--- src/rtl/alu_pkg.sv ---
// Shared ALU definitions for alu_arbiter and its ALU: opcode encoding, default widths,
// arbiter state encoding and the legal-opcode check.
package alu_pkg;

    localparam int DATA_WIDTH_DEFAULT    = 32;
    localparam int OPCODE_LENGTH_DEFAULT = 4;
    localparam int SHAMT_WIDTH           = 5;

    typedef enum logic [3:0] {
        ALU_AND = 4'b0000,
        ALU_OR  = 4'b0001,
        ALU_ADD = 4'b0010,
        ALU_SLT = 4'b0100,
        ALU_XOR = 4'b0101,
        ALU_SUB = 4'b0110,
        ALU_EQ  = 4'b1000,
        ALU_NE  = 4'b1001,
        ALU_LTU = 4'b1010,
        ALU_GEU = 4'b1011,
        ALU_SLL = 4'b1101,
        ALU_SRL = 4'b1110,
        ALU_SRA = 4'b1111
    } alu_op_e;

    typedef enum logic {
        ST_EMPTY = 1'b0,
        ST_FULL  = 1'b1
    } arb_state_e;

    // The three codes left unused by the 4-bit encoding are the only illegal ones.
    function automatic logic is_legal_op(input logic [3:0] op);
        case (op)
            4'b0011, 4'b0111, 4'b1100: return 1'b0;
            default:                   return 1'b1;
        endcase
    endfunction

endpackage

--- src/rtl/alu_arbiter_alu.sv ---
// Combinational ALU shared by the two alu_arbiter requesters.
// Illegal opcodes (including any set bit above bit 3) give a zero result and err=1.
module alu
    import alu_pkg::*;
#(
    parameter int DATA_WIDTH    = DATA_WIDTH_DEFAULT,
    parameter int OPCODE_LENGTH = OPCODE_LENGTH_DEFAULT
) (
    input  logic [DATA_WIDTH-1:0]    srca,
    input  logic [DATA_WIDTH-1:0]    srcb,
    input  logic [OPCODE_LENGTH-1:0] op,
    output logic [DATA_WIDTH-1:0]    result,
    output logic                     err
);

    logic [3:0]             op_code;
    logic                   upper_clear;
    logic [SHAMT_WIDTH-1:0] shamt;

    assign op_code = op[3:0];
    assign shamt   = srcb[SHAMT_WIDTH-1:0];

    if (OPCODE_LENGTH > 4) begin : g_wide_op
        assign upper_clear = ~|op[OPCODE_LENGTH-1:4];
    end else begin : g_narrow_op
        assign upper_clear = 1'b1;
    end

    always_comb begin
        result = '0;
        err    = 1'b0;
        if (!upper_clear || !is_legal_op(op_code)) begin
            err = 1'b1;
        end else begin
            case (alu_op_e'(op_code))
                ALU_AND: result = srca & srcb;
                ALU_OR:  result = srca | srcb;
                ALU_ADD: result = srca + srcb;
                ALU_SLT: result = DATA_WIDTH'($signed(srca) < $signed(srcb));
                ALU_XOR: result = srca ^ srcb;
                ALU_SUB: result = srca - srcb;
                ALU_EQ:  result = DATA_WIDTH'(srca == srcb);
                ALU_NE:  result = DATA_WIDTH'(srca != srcb);
                ALU_LTU: result = DATA_WIDTH'(srca < srcb);
                ALU_GEU: result = DATA_WIDTH'(srca >= srcb);
                ALU_SLL: result = srca << shamt;
                ALU_SRL: result = srca >> shamt;
                ALU_SRA: result = $unsigned($signed(srca) >>> shamt);
                default: result = '0;
            endcase
        end
    end

endmodule

--- src/rtl/alu_arbiter.sv ---
// Two-requester arbiter in front of one ALU with a single registered result slot.
// Define ALU_ARBITER_RR_EN for round-robin contention; default is fixed priority to requester 0.
module alu_arbiter
    import alu_pkg::*;
#(
    parameter int DATA_WIDTH    = DATA_WIDTH_DEFAULT,
    parameter int OPCODE_LENGTH = OPCODE_LENGTH_DEFAULT
) (
    input  logic                     clk,
    input  logic                     reset,
    input  logic                     req0_valid,
    output logic                     req0_ready,
    input  logic [DATA_WIDTH-1:0]    req0_srca,
    input  logic [DATA_WIDTH-1:0]    req0_srcb,
    input  logic [OPCODE_LENGTH-1:0] req0_op,
    input  logic                     req1_valid,
    output logic                     req1_ready,
    input  logic [DATA_WIDTH-1:0]    req1_srca,
    input  logic [DATA_WIDTH-1:0]    req1_srcb,
    input  logic [OPCODE_LENGTH-1:0] req1_op,
    output logic                     rsp_valid,
    input  logic                     rsp_ready,
    output logic                     rsp_id,
    output logic [DATA_WIDTH-1:0]    rsp_result,
    output logic                     rsp_err
);

    arb_state_e state;
    arb_state_e state_next;

    logic                     contention_grant;
    logic                     grant;
    logic                     can_accept;
    logic                     accept;
    logic [DATA_WIDTH-1:0]    alu_srca;
    logic [DATA_WIDTH-1:0]    alu_srcb;
    logic [OPCODE_LENGTH-1:0] alu_op;
    logic [DATA_WIDTH-1:0]    alu_result;
    logic                     alu_err;

`ifdef ALU_ARBITER_RR_EN
    logic last_grant;

    // Reset value 1 makes requester 0 the winner of the first contention.
    always_ff @(posedge clk) begin
        if (reset) begin
            last_grant <= 1'b1;
        end else if (accept) begin
            last_grant <= grant;
        end
    end

    assign contention_grant = ~last_grant;
`else
    assign contention_grant = 1'b0;
`endif

    always_comb begin
        grant = 1'b0;
        if (req0_valid && req1_valid) begin
            grant = contention_grant;
        end else if (req1_valid) begin
            grant = 1'b1;
        end
    end

    // The slot can take a new operation when empty or when its current result leaves this cycle.
    assign can_accept = !reset && ((state == ST_EMPTY) || rsp_ready);
    assign req0_ready = can_accept && req0_valid && !grant;
    assign req1_ready = can_accept && req1_valid && grant;
    assign accept     = req0_ready || req1_ready;

    assign alu_srca = grant ? req1_srca : req0_srca;
    assign alu_srcb = grant ? req1_srcb : req0_srcb;
    assign alu_op   = grant ? req1_op   : req0_op;

    alu #(
        .DATA_WIDTH    (DATA_WIDTH),
        .OPCODE_LENGTH (OPCODE_LENGTH)
    ) u_alu (
        .srca   (alu_srca),
        .srcb   (alu_srcb),
        .op     (alu_op),
        .result (alu_result),
        .err    (alu_err)
    );

    always_ff @(posedge clk) begin
        if (reset) begin
            state <= ST_EMPTY;
        end else begin
            state <= state_next;
        end
    end

    always_comb begin
        state_next = state;
        rsp_valid  = 1'b0;
        case (state)
            ST_EMPTY: begin
                if (accept) begin
                    state_next = ST_FULL;
                end
            end
            ST_FULL: begin
                rsp_valid = 1'b1;
                if (rsp_ready && !accept) begin
                    state_next = ST_EMPTY;
                end
            end
            default: state_next = ST_EMPTY;
        endcase
    end

    // Payload only moves on accept, so it stays put while the consumer stalls.
    always_ff @(posedge clk) begin
        if (reset) begin
            rsp_id     <= 1'b0;
            rsp_result <= '0;
            rsp_err    <= 1'b0;
        end else if (accept) begin
            rsp_id     <= grant;
            rsp_result <= alu_result;
            rsp_err    <= alu_err;
        end
    end

endmodule

--- config.mk ---
export PLATFORM = sky130hd
export DESIGN_NAME = alu_arbiter
export DESIGN_NICKNAME = d
export VERILOG_FILES = /design/src/rtl/alu_pkg.sv /design/src/rtl/alu_arbiter_alu.sv /design/src/rtl/alu_arbiter.sv
export SDC_FILE = /design/constraint.sdc
export NUM_CORES = 1
export LEC_CHECK = 0
export CAP_MARGIN = 20
export CORE_MARGIN = 2
export CORE_UTILIZATION = 50
export DETAILED_ROUTE_END_ITERATION = 7
export HOLD_SLACK_MARGIN = 0.12
export PLACE_DENSITY = 0.75
export SLEW_MARGIN = 20
export SYNTH_ARGS = -nofsm -noshare
export SYNTH_HDL_FRONTEND = slang
export SYNTH_SLANG_ARGS = --single-unit
--- constraint.sdc ---
create_clock -name clk -period 5.2 [get_ports clk]
set_clock_uncertainty 0.15 [all_clocks]
set_input_delay 0.52 -clock clk [delete_from_list [all_inputs] [get_ports clk]]
set_output_delay 0.52 -clock clk [all_outputs]
set_load 0.01 [all_outputs]
======== After elaboration in Yosys (flattened, before gate mapping) ========
Cells that the tools add are included.
cells by class
  add/subtract/negate cells ............... 2
  $lt $le $gt $ge ......................... 3
  equal/unequal tests ..................... 17
  shift-type cells ........................ 3
  multiplexer cells ....................... 12
  bitwise gates (word level) .............. 4
  reduce and logical (&&, ||, !) cells .... 14
operators with widths
  operator                                              number
  one-hot mux 32 bit (13 select lines)                  1
  2-to-1 mux 32 bit                                     3
  less-than comparator 32 bit                           2
  adder 32 bit                                          1
  bitwise AND 32 bit                                    1
  equality test 32 bit                                  1
  equality test 4 bit (second input constant)           8
  greater-or-equal comparator 32 bit                    1
  inequality test 32 bit                                1
  OR 32 bit                                             1
  left shift 32 x 5 -> 32 bit                           1
  >> shifter 32 x 5 -> 32 bit                           1
  >>> shifter 32 x 5 -> 32 bit                          1
  subtractor 32 bit                                     1
  bitwise XOR 32 bit                                    1
  equality test 4 x 3 -> 1 bit (second input constant)  4
  equality test 4 x 2 -> 1 bit (second input constant)  2
  logical AND 1 bit                                     7
  2-to-1 mux 1 bit                                      6
  equality test 4 x 1 -> 1 bit (second input constant)  1
  logical NOT 4 bit                                     1
  2-to-1 mux 4 bit                                      1
  logical NOT 1 bit                                     3
  OR reduction 3 bit                                    1
  3 further kinds                                       4
storage, ports and cells
  flip-flop bits (word level) ............. 35
  input bits .............................. 141
  output and inout port bits .............. 37

======== Logic depth before layout (Yosys ltp) ========
  word-level depth ........................ 10
  depth in mapped cells ................... 19

======== Hierarchy ========
Synthesis repeated with hierarchy kept, for this count alone.
unflattened totals
  cell total of the unflattened synthesis .. 1490
  area total of the unflattened synthesis .. 10976.8 sq um
modules (own cells, without submodules)
  module       instances  cells each  area each (sq um)  sequential area each (sq um)
  alu          1          1247        8697.1             0.0
  alu_arbiter  1          243         2279.7             700.7

======== Least setup slack after synthesis ========
No wires, ideal clock.
  kind .................................... input to register
  start point ............................. in req1_valid
  end point ............................... reg rsp_result[28]
  arrival ................................. 4.413 ns
  required time ........................... 4.955 ns
  path slack .............................. 0.541 ns
  cell stages on the path ................. 18
  buffers on the path ..................... 5
  cell sequence ........................... nor2b_1 -> buf_2 -> clkbuf_1 -> clkbuf_1 -> clkbuf_1 -> nor2_1 -> a21o_1 -> ha_1 -> buf_2 -> nand2b_1 -> a221oi_2 -> o21ai_1 -> a311o_1 -> o31a_1 -> o311ai_0 -> xnor2_1 -> nand2_1 -> a221oi_1
on the way
  word-level cells in the longest chain between the ends .. 6
  elaborated cells on any way between the ends .. 38
ends and longest elaborated chain
  what                                                                        line                                  RTL
  start, declared                                                             alu_arbiter.sv:16                     input logic req1_valid,
  2-to-1 mux 1 bit or logical AND 1 bit (tied branches)                       alu_arbiter.sv:62, alu_arbiter.sv:60
  2-to-1 mux 1 bit                                                            alu_arbiter.sv:60                     if (req0_valid && req1_valid) begin
  2-to-1 mux 32 bit, or another cell as far along                             alu_arbiter.sv:73                     assign alu_srca = grant ? req1_srca : req0_srca;
  subtractor 32 bit, or another cell as far along                             alu_arbiter_alu.sv:41                 ALU_SUB: result = srca - srcb;
  one-hot mux 32 bit (13 select lines) or OR reduction 3 bit (tied branches)  alu_arbiter_alu.sv:35, alu_pkg.sv:32
  2-to-1 mux 32 bit                                                           alu_arbiter_alu.sv:32                 if (!upper_clear || !is_legal_op(op_code)) begin
  end signal, assigned                                                        alu_arbiter.sv:123                    rsp_result <= alu_result;
  end, declared                                                               alu_arbiter.sv:24                     output logic [DATA_WIDTH-1:0] rsp_result,
Several ways; a longest one is shown, not always the timed one.
A chain may end at the register's enable or synchronous reset.

======== Worst setup path after layout ========
Ends and elaborated chain as after synthesis.

==> results.yml <==
outcome:
  status: "finished clean"
cells_and_area:
  drive_above_1_share_pct: 7.93
  multi_input_area_sq_um: 10100
  register_area_sq_um: 701
  antenna_cells: 0
  nNetsFinal: 2232
  fillCellCount: 2320
  utilization_pct: 61.5
  area_delta_synth_final_pct: 20.8
floorplan:
  rows: 56
  core_region_area_sq_um: 23400
  initial_core_util_pct: 50.9
  dieWidth_um: 158
  die_h_um: 158
  ios: 178
  die-area_sq_um: 25100
synth:
  synthAdderAreaFrac_pct: 10.6
  synth_top_family_by_area: "compound AO/OA/AOI/OAI gates"
  synth_ff_type: "dfxtp_1"
  yosysWarningCount: 0
  yosysSeqAreaShare_pct: 5.88
  synth_edf_count: 0
  avgSynthCellArea_sq_um: 6.44
  synthDistinctLibCells: 97
  synth-compound-area-share_pct: 35.4
  syn-cell-area_sq_um: 11900
  ys_ff_latch: 35
  synth_mux_area_share_pct: 8.92
  synth_xor_xnor_area_share_pct: 1.47
  synth_cells: 1848
  syn-num-nets: 2089
  synth-simple-area-share_pct: 28.3
  synthArstFlopShare_pct: 0
pwr:
  power.density_nw_per_um2: 180
  peakVddDrop_mv: 0.128
  p_leak_nw: 6.27
worst_setup_path:
  critPathKind: "in -> reg"
  critPathLaunchType: "primary input"
  cp.required_ps: 5250
  end_kind: "register"
  worstPathArrival_ps: 4730
  cp_max_fo: 39
grt:
  grt_pass1_vias: 14800
  grt_usage_pct: 47.3
  grt_max_degree: 67
  grt_pass1_wl_um: 89600
  grt_overflow: 0
  antenna_found_initial: 1
clocking:
  clock-sinks: 35
  cts_root_buf: "clkbuf_16"
  path_clk_slew_ps: 70
  cts-resized-gates: 0
  ctsHoldBuffers: 0
  cts_buffer_depth: 2
  worstSkewPairLatency_ps: 300
  h-tree-depth: 2
  numCtsBuffers: 5
  post_cts.repair.setup_buffers: 0
  cts_tree: "yes"
drt:
  wl_um: 60800
  drcViolationCount: 0
  wl_per_cell_um: 26.3
  drt_iter0_markers: 2612
  first_pass_iters: 8
  antenna_left: 0
  vias: 16000
  via_per_inst: 6.94
sta:
  rsz0062_at_grt: "false"
  fmax_ghz: 0.214
  fin_crit_sh_pct: 90.0
  setup_viol_count_final: 0
  report.final.slew_viol_count: 0
  tns_ps: 0
  hold_viol: 0
  min_period_ps: 4680
  worst_slew_pin_slew_ps: 1070
  relSlewSlack_pct: 28.2
place:
  port_buffers: 177
  gp_congestion: 1.18
  dp_hpwl_um: 47500
job:
  cap_violations: 0
worst_hold_path:
  hold_class: "reg -> reg"
synthesized netlist by cell type (all sizes together) (15+ instances only):
cell type	count	area, sq um
a21oi	122	618
dfxtp	35	701
o22ai	27	169
nor4bb	27	270
xnor2	19	166
nand2	263	992
nor3	36	185
ha	98	1230
nor2b	18	113
clkbuf	67	251
nor2	187	704
inv	124	465
buf	71	400
or2	15	93.8
o31ai	18	135
a221oi	35	332
a21o	40	300
mux2i	89	920
o21ai	120	601
o211ai	42	315
nand3	83	415
a31oi	40	250
a211oi	21	158
worst max-delay path, cell delays in order:
cell and delay (ps):
clkdlybuf4s50_1 570, nor2b_4 250, buf_12 240, mux2i_1 160, inv_1 140, ha_1 240
fa_1 210, nand2b_1 100, a221oi_2 300, o21ai_1 170, a311o_1 390, o31a_1 400
o311ai_0 460, xnor2_1 170, nand2_1 70, a221oi_1 280
where the power goes:
part	switching [W]	internal (W)
clock network	0.000162	0.000178
registers	0.0000195	0.000289
logic	0.00122	0.000720
total	0.00140	0.00119
area by class of cell:
type                            count  share of cell area, %
Multi-Input combinational cell   1550                   70.3
Timing Repair Buffer              274                   17.7
Tap cell                          319                   2.77
Inverter                          125                   3.26
Clock inverter                      3                  0.139
Sequential cell                    35                   4.87
Clock buffer                        5                  0.870
routing by layer:
metal,part of all wire (%),global-route usage (%),vias to the layer above
met2,40,69.8,1356
met4,9.9,37.6,2
met3,13,9.17,321
met5,0.012,0,-
li1,-,-,7090
met1,37,60.0,7258
worst paths after layout:
check / start / cells past startpoint / to / slack (ps)
worst max-delay path: req1_valid / 16 / rsp_result[28]$_SDFFE_PP0P_ / 520
worst min-delay path: rsp_result[6]$_SDFFE_PP0P_ / 2 / rsp_result[6]$_SDFFE_PP0P_ / 310
worst max register to register: state$_SDFF_PP0_ / 8 / rsp_result[7]$_SDFFE_PP0P_ / 2170
worst min register to register: rsp_result[6]$_SDFFE_PP0P_ / 2 / rsp_result[6]$_SDFFE_PP0P_ / 310
sequential cells by signal (all words and copies together), names as in the netlist:
register    cells
rsp_result     32
rsp_err         1
rsp_id          1
state           1
cells in the final DEF (no fill, tap or decap), drive strengths merged, types with 9 or more instances in the layout:
cell	n
a21o	40
o221ai	12
mux2i	89
a211oi	21
a31oi	40
or2	15
o22ai	27
nand3	83
or3	13
a21oi	122
nor4	9
dfxtp	35
xnor2	19
nor2b	18
a311oi	12
inv	124
a221oi	35
a22o	10
nand2b	13
o21ai	120
o2111ai	11
o21bai	9
ha	98
nor4bb	27
a211o	9
o311ai	12
nor2	187
clkdlybuf4s50	175
o211ai	42
buf	99
o31ai	18
o21a	11
nor3	36
nand2	263
kinds of logic (layout without fill, tap and decap cells):
family,count (synthesis),after routing
AOI/OAI and AO/OA,617,617
DFF,35,35
xor gates and xnor gates,20,20
muxes,99,99
and+or+nand+nor,714,714
adders and majority gates,100,100
buffers and inverters,263,407
stage by stage:
step,cells,power (W),setup slack (ps),area [sq um],hold WS (ps)
floorplan,1848,0.00145,541,11900,324
global placement,2303,0.00215,441,14200,293
global route,2311,0.00269,265,14400,318
finish,2311,0.00259,521,14400,311
CTS,2311,0.00249,617,14400,311
detailed placement,2303,0.00215,325,14200,302
Note: power is estimated with default switching activity, not from simulation.
